===== src/rtl/link_upstream_credit_tx.sv =====
// Credit-flow link transmitter: accepts a WIDTH-bit core packet and serialises it
// LS slice first onto NUM_CH*CH_W-bit beats, one beat per cycle while credit is available.
module link_upstream_credit_tx #(
    parameter int WIDTH       = 64,
    parameter int NUM_CH      = 2,
    parameter int CH_W        = 8,
    parameter int CREDITS     = 32,
    parameter int TOKEN_DECIM = 8,
    localparam int BEAT_W     = NUM_CH * CH_W,
    localparam int BEATS      = WIDTH / BEAT_W,
    localparam int CRED_W     = $clog2(CREDITS + 1)
) (
    input  logic              clk,
    input  logic              rst,
    input  logic              core_valid_i,
    input  logic [WIDTH-1:0]  core_data_i,
    output logic              core_ready_o,
    output logic              io_valid_o,
    output logic [BEAT_W-1:0] io_data_o,
    input  logic              io_token_i,
    output logic [CRED_W-1:0] credit_o,
    output logic [6:0]        sent_cnt_o,
    output logic              err_o,
    output logic              fsm_state_o
);

    localparam int IDX_W = (BEATS > 1) ? $clog2(BEATS) : 1;
    localparam int TOK_W = $clog2(TOKEN_DECIM + 1);
    localparam int SUM_W = ((CRED_W > TOK_W) ? CRED_W : TOK_W) + 1;

    if ((BEATS < 1) || (BEATS * BEAT_W != WIDTH)) begin : g_bad_width
        $error("WIDTH must be an exact multiple of NUM_CH*CH_W");
    end

    typedef enum logic {IDLE = 1'b0, SEND = 1'b1} state_t;

    state_t             state_q, state_d;
    logic [IDX_W-1:0]   idx_q, idx_d;
    logic [WIDTH-1:0]   shreg_q, shreg_d;
    logic [CRED_W-1:0]  credit_q, credit_d;
    logic [6:0]         sent_q, sent_d;
    logic               err_q, err_d;
    logic               send, last, accept, overflow;
    logic [SUM_W-1:0]   credit_sum;

    // Handshake: a packet moves when core_valid_i && core_ready_o in the same cycle;
    // a beat is delivered on every cycle io_valid_o is 1 (no downstream ready, credits gate it).
    always_comb begin
        send         = (state_q == SEND) && (credit_q != '0) && !rst;
        last         = send && (idx_q == IDX_W'(BEATS - 1));
        core_ready_o = !rst && ((state_q == IDLE) || last);
        accept       = core_valid_i && core_ready_o;

        state_d = state_q;
        idx_d   = idx_q;
        shreg_d = shreg_q;
        case (state_q)
            IDLE: begin
                if (accept) begin
                    state_d = SEND;
                    idx_d   = '0;
                    shreg_d = core_data_i;
                end
            end
            SEND: begin
                if (last) begin
                    idx_d = '0;
                    if (accept) begin
                        shreg_d = core_data_i;
                    end else begin
                        state_d = IDLE;
                    end
                end else if (send) begin
                    idx_d   = idx_q + IDX_W'(1);
                    shreg_d = shreg_q >> BEAT_W;
                end
            end
            default: state_d = IDLE;
        endcase

        // Extra headroom bit keeps credit + token from wrapping before the saturation test.
        credit_sum = SUM_W'(credit_q) - SUM_W'(send)
                   + (io_token_i ? SUM_W'(TOKEN_DECIM) : SUM_W'(0));
        overflow   = credit_sum > SUM_W'(CREDITS);
        credit_d   = overflow ? CRED_W'(CREDITS) : credit_sum[CRED_W-1:0];
        sent_d     = sent_q + 7'(send);
        err_d      = err_q || overflow;
    end

    always_ff @(posedge clk) begin
        if (rst) begin
            state_q  <= IDLE;
            idx_q    <= '0;
            credit_q <= CRED_W'(CREDITS);
            sent_q   <= '0;
            err_q    <= 1'b0;
        end else begin
            state_q  <= state_d;
            idx_q    <= idx_d;
            credit_q <= credit_d;
            sent_q   <= sent_d;
            err_q    <= err_d;
        end
    end

    // Payload register needs no reset: it is only observed while io_valid_o is 1.
    always_ff @(posedge clk) begin
        shreg_q <= shreg_d;
    end

    assign io_valid_o  = send;
    assign io_data_o   = shreg_q[BEAT_W-1:0];
    assign credit_o    = credit_q;
    assign sent_cnt_o  = sent_q;
    assign err_o       = err_q;
    assign fsm_state_o = state_q;

endmodule


===== config.mk =====
export PLATFORM = sky130hd
export DESIGN_NAME = link_upstream_credit_tx
export DESIGN_NICKNAME = d
export VERILOG_FILES = /design/src/rtl/link_upstream_credit_tx.sv
export SDC_FILE = /design/constraint.sdc
export NUM_CORES = 1
export LEC_CHECK = 0
export ABC_AREA = 1
export ABC_CLOCK_PERIOD_IN_PS = 3080
export CAP_MARGIN = 15
export CORE_ASPECT_RATIO = 1.25
export CORE_UTILIZATION = 40
export CTS_CLUSTER_DIAMETER = 100
export DETAILED_ROUTE_END_ITERATION = 8
export PLACE_DENSITY = 0.68
export SYNTH_ARGS = -nofsm -noshare
export SYNTH_HDL_FRONTEND = slang
export SYNTH_SLANG_ARGS = --single-unit

===== constraint.sdc =====
create_clock -name clk -period 3.08 [get_ports clk]
set_input_delay 0.924 -clock clk [delete_from_list [all_inputs] [get_ports clk]]
set_output_delay 0.924 -clock clk [all_outputs]
set_load 0.005 [all_outputs]

==> results.cfg <==
[outcome]
status = complete, no violations

[synth]
syn_inst = 586
synth.most_common_cell = nor2_1
yosysTopAreaCell = edfxtp_1
ys_types = 29
yosys-top-cells-area = edfxtp_1, nor2_1, nand4_1
seq_area_frac_synth_pct = 48.0
syn-num-nets = 666
synthMuxAreaShare_pct = 0
synth_edf_count = 64
async_reset_ff_share_pct = 0
synth_commonest_cells = nor2_1, inv_1, nand2_1, nand4_1, edfxtp_1
synth_top_family_by_area = simple AND/OR/NAND/NOR gates
synth.avg_cell_area_um2 = 8.04
synth-simple-area-share_pct = 31.5
synth_top_area_share_pct = 40.8
ys.flop_type = edfxtp_1
synth-compound-area-share_pct = 3.40
yosys_warnings = 0
syn_area_um2 = 4710
synth-xor-area-share_pct = 0
ys_seq_elements = 81
synth_adder_area_share_pct = 3.35

[setup_path]
path_class = in -> out
cp_max_fo = 3
crit_chain = dlygate4sd2_1 -> nor2_2 -> nand2_1 -> inv_1 -> buf_4 -> clkdlybuf4s50_1
endpoint_kind = output pin
crit_arrival_ns = 2.05
cp-start-kind = input pin
worstPathRequired_ns = 2.16
critical_path.max_stage_delay_ns = 0.49
crit_buf_inv = 4
crit_family = buffers and inverters
crit_slowest_cell = clkdlybuf4s50_1

[die]
die_h_um = 123
start_util_pct = 41.7
core_um2 = 11300
io_pins = 101
rows = 43
die_w_um = 99.1
die_area_um2 = 12200

[routing]
remaining_drc_errors = 0
drt_iter0_drc = 171
dr_wl_met3_um = 433
wire_per_inst_um = 12.6
top_layer_used = met4
firstDrtPassIters = 4
vias_per_cell = 4.93
vias = 3968
wl_met1_mm = 4.63
ant_nets = 0
wl_met2_mm = 4.87
routed_wl_mm = 10.1

[place]
dp_cells = 788
dp_hpwl_mm = 6.95
gp_congestion = 0.822
io_buffer_count = 100

[layout]
finish.net_count = 745
nFillCells = 1098
drive_above_1_share_pct = 10.6
finalNonFillerCells = 805
syn2layout_area_growth_pct = 28.6
antenna_cells = 0

[flow_run]
maxCapViolCount = 0

[power]
finalPower_mw = 3.60
vdd.ir_drop.worst_mv = 0.263
p_sw_mw = 1.07
p_int_mw = 2.53
powerDensity_nw_per_um2 = 595
comb_power_share_pct = 29.7
p_seq_share_pct = 41.8
clkPwrFrac_pct = 28.5
leakagePower_nw = 2.73
switching_share_pct = 29.8

[timing]
final-setup-viol-count = 0
min_period_ns = 2.97
fmaxAchievable_mhz = 336
relSlewSlack_pct = 45.9
tightest_slew_ns = 0.811
rsz0062_at_grt = false
fin_skew_ns = 0.00674
drv_slew = 0
fin_crit_sh_pct = 96.5
hold_viol = 0
holdWs_ns = 0.480

[grt]
grt.overflow.total = 0
grt_max_degree = 99
track_usage_pct = 17.6
antenna_found_initial = 0
grt_first_pass_wirelength_mm = 17.2
grt_pass1_vias = 3770

[clocking]
htree_num_levels = 3
clkSinkCount = 81
cts_buffers = 9
clk_latency_ns = 0.33
cts_root_buf = clkbuf_16
cts_tree = done
clk_pin_slew_ns = 0.06
cts_buffer_depth = 2

[worst_hold_path]
hold_path.class = reg -> reg
==> cell usage in the layout, fill, tap and decap left out, drive strengths merged <==
cell,instances
edfxtp,64
a31oi,1
ha,11
nor2,116
inv,97
and3,1
o21a,2
fa,1
dfxtp,17
clkinv,3
nand3,12
buf,17
nand4,67
clkbuf,12
clkdlybuf4s50,97
dlygate4sd2,2
nand2,88
nor3,2
or2,32
o21ai,19
and2,1
a21oi,8
==> power groups by stage <==
stage               logic, mW  clock network, mW  registers (mW)
global route             1.21               1.10            1.53
floorplan               0.701                  0            1.50
finish                   1.07               1.03            1.50
CTS                      1.07               1.05            1.51
detailed placement       1.07                  0            1.53
global placement         1.03                  0            1.52
==> what timing repair did <==
| item | in CTS | in global routing |
|---|---|---|
| endpoints found under the setup margin | 2 | 0 |
| gates resized for setup | 2 | 0 |
| setup buffers | 1 | 0 |
| hold buffers | 0 | 0 |
==> final cells by class <==
| cell class | instances | area, µm² | area share, % |
|---|---|---|---|
| flip-flops and latches | 81 | 2260 | 37.3 |
| multi-input cells | 361 | 1810 | 29.9 |
| repair buffers | 116 | 1160 | 19.2 |
| inverters | 96 | 360 | 5.95 |
| clock buffers | 12 | 267 | 4.40 |
| well taps | 135 | 169 | 2.79 |
| clock inverters | 4 | 25.0 | 0.413 |
==> worst register-to-register path: stages, from the launching register on <==
cell and delay [ns]:
dfxtp_1 0.36, inv_1 0.07, ha_1 0.21, nand3_1 0.12
nand2_1 0.08, inv_1 0.08, ha_1 0.14, inv_1 0.04
ha_1 0.20, fa_1 0.42, nor2_1 0.13, nor2_1 0.07
nor2_1 0.08, nand3_1 0.08, nand2_1 0.10, nand3_1 0.18
nor2_1 0.14
==> worst paths after layout <==
check                           cells past startpoint  slack, ns     endpoint         from
worst min-delay path                                2       0.48     idx_q[1]     idx_q[1]
worst max register to register                     16       0.52  credit_o[0]  credit_o[4]
worst min register to register                      2       0.48     idx_q[1]     idx_q[1]
worst max-delay path                                6       0.11   io_valid_o          rst
==> routing by layer <==
| layer | vias to the layer above | track usage [%] |
|---|---|---|
| met4 | 0 | 8.09 |
| met5 | - | 0 |
| met1 | 1797 | 22.8 |
| met3 | 14 | 2.83 |
| li1 | 2041 | - |
| met2 | 116 | 29.2 |
==> state kept, by name, summed over array words and instances (netlist names) <==
signal,count
sent_cnt_o,7
credit_o,6
err_o,1
fsm_state_o,1
idx_q,2
shreg_q,64
==> through the flow <==
stage	instance area, µm²	setup TNS, ns	util (%)	worst slack, ns
floorplan	4710	0	-	0.346
global placement	5760	-4.79	51.0	-0.193
detailed placement	5760	-6.13	51.0	-0.253
CTS	6060	0	53.6	0.111
global route	6060	0	53.6	0.0383
finish	6060	0	53.6	0.107
==> cell families (layout without fill, tap and decap cells) <==
kind of cell    after synthesis  after routing
simple gates                319            319
buf+inv                     144            228
flops                        81             81
compound gates               30             30
fa+ha+maj                    12             12
(Power assumes the default switching activity.)
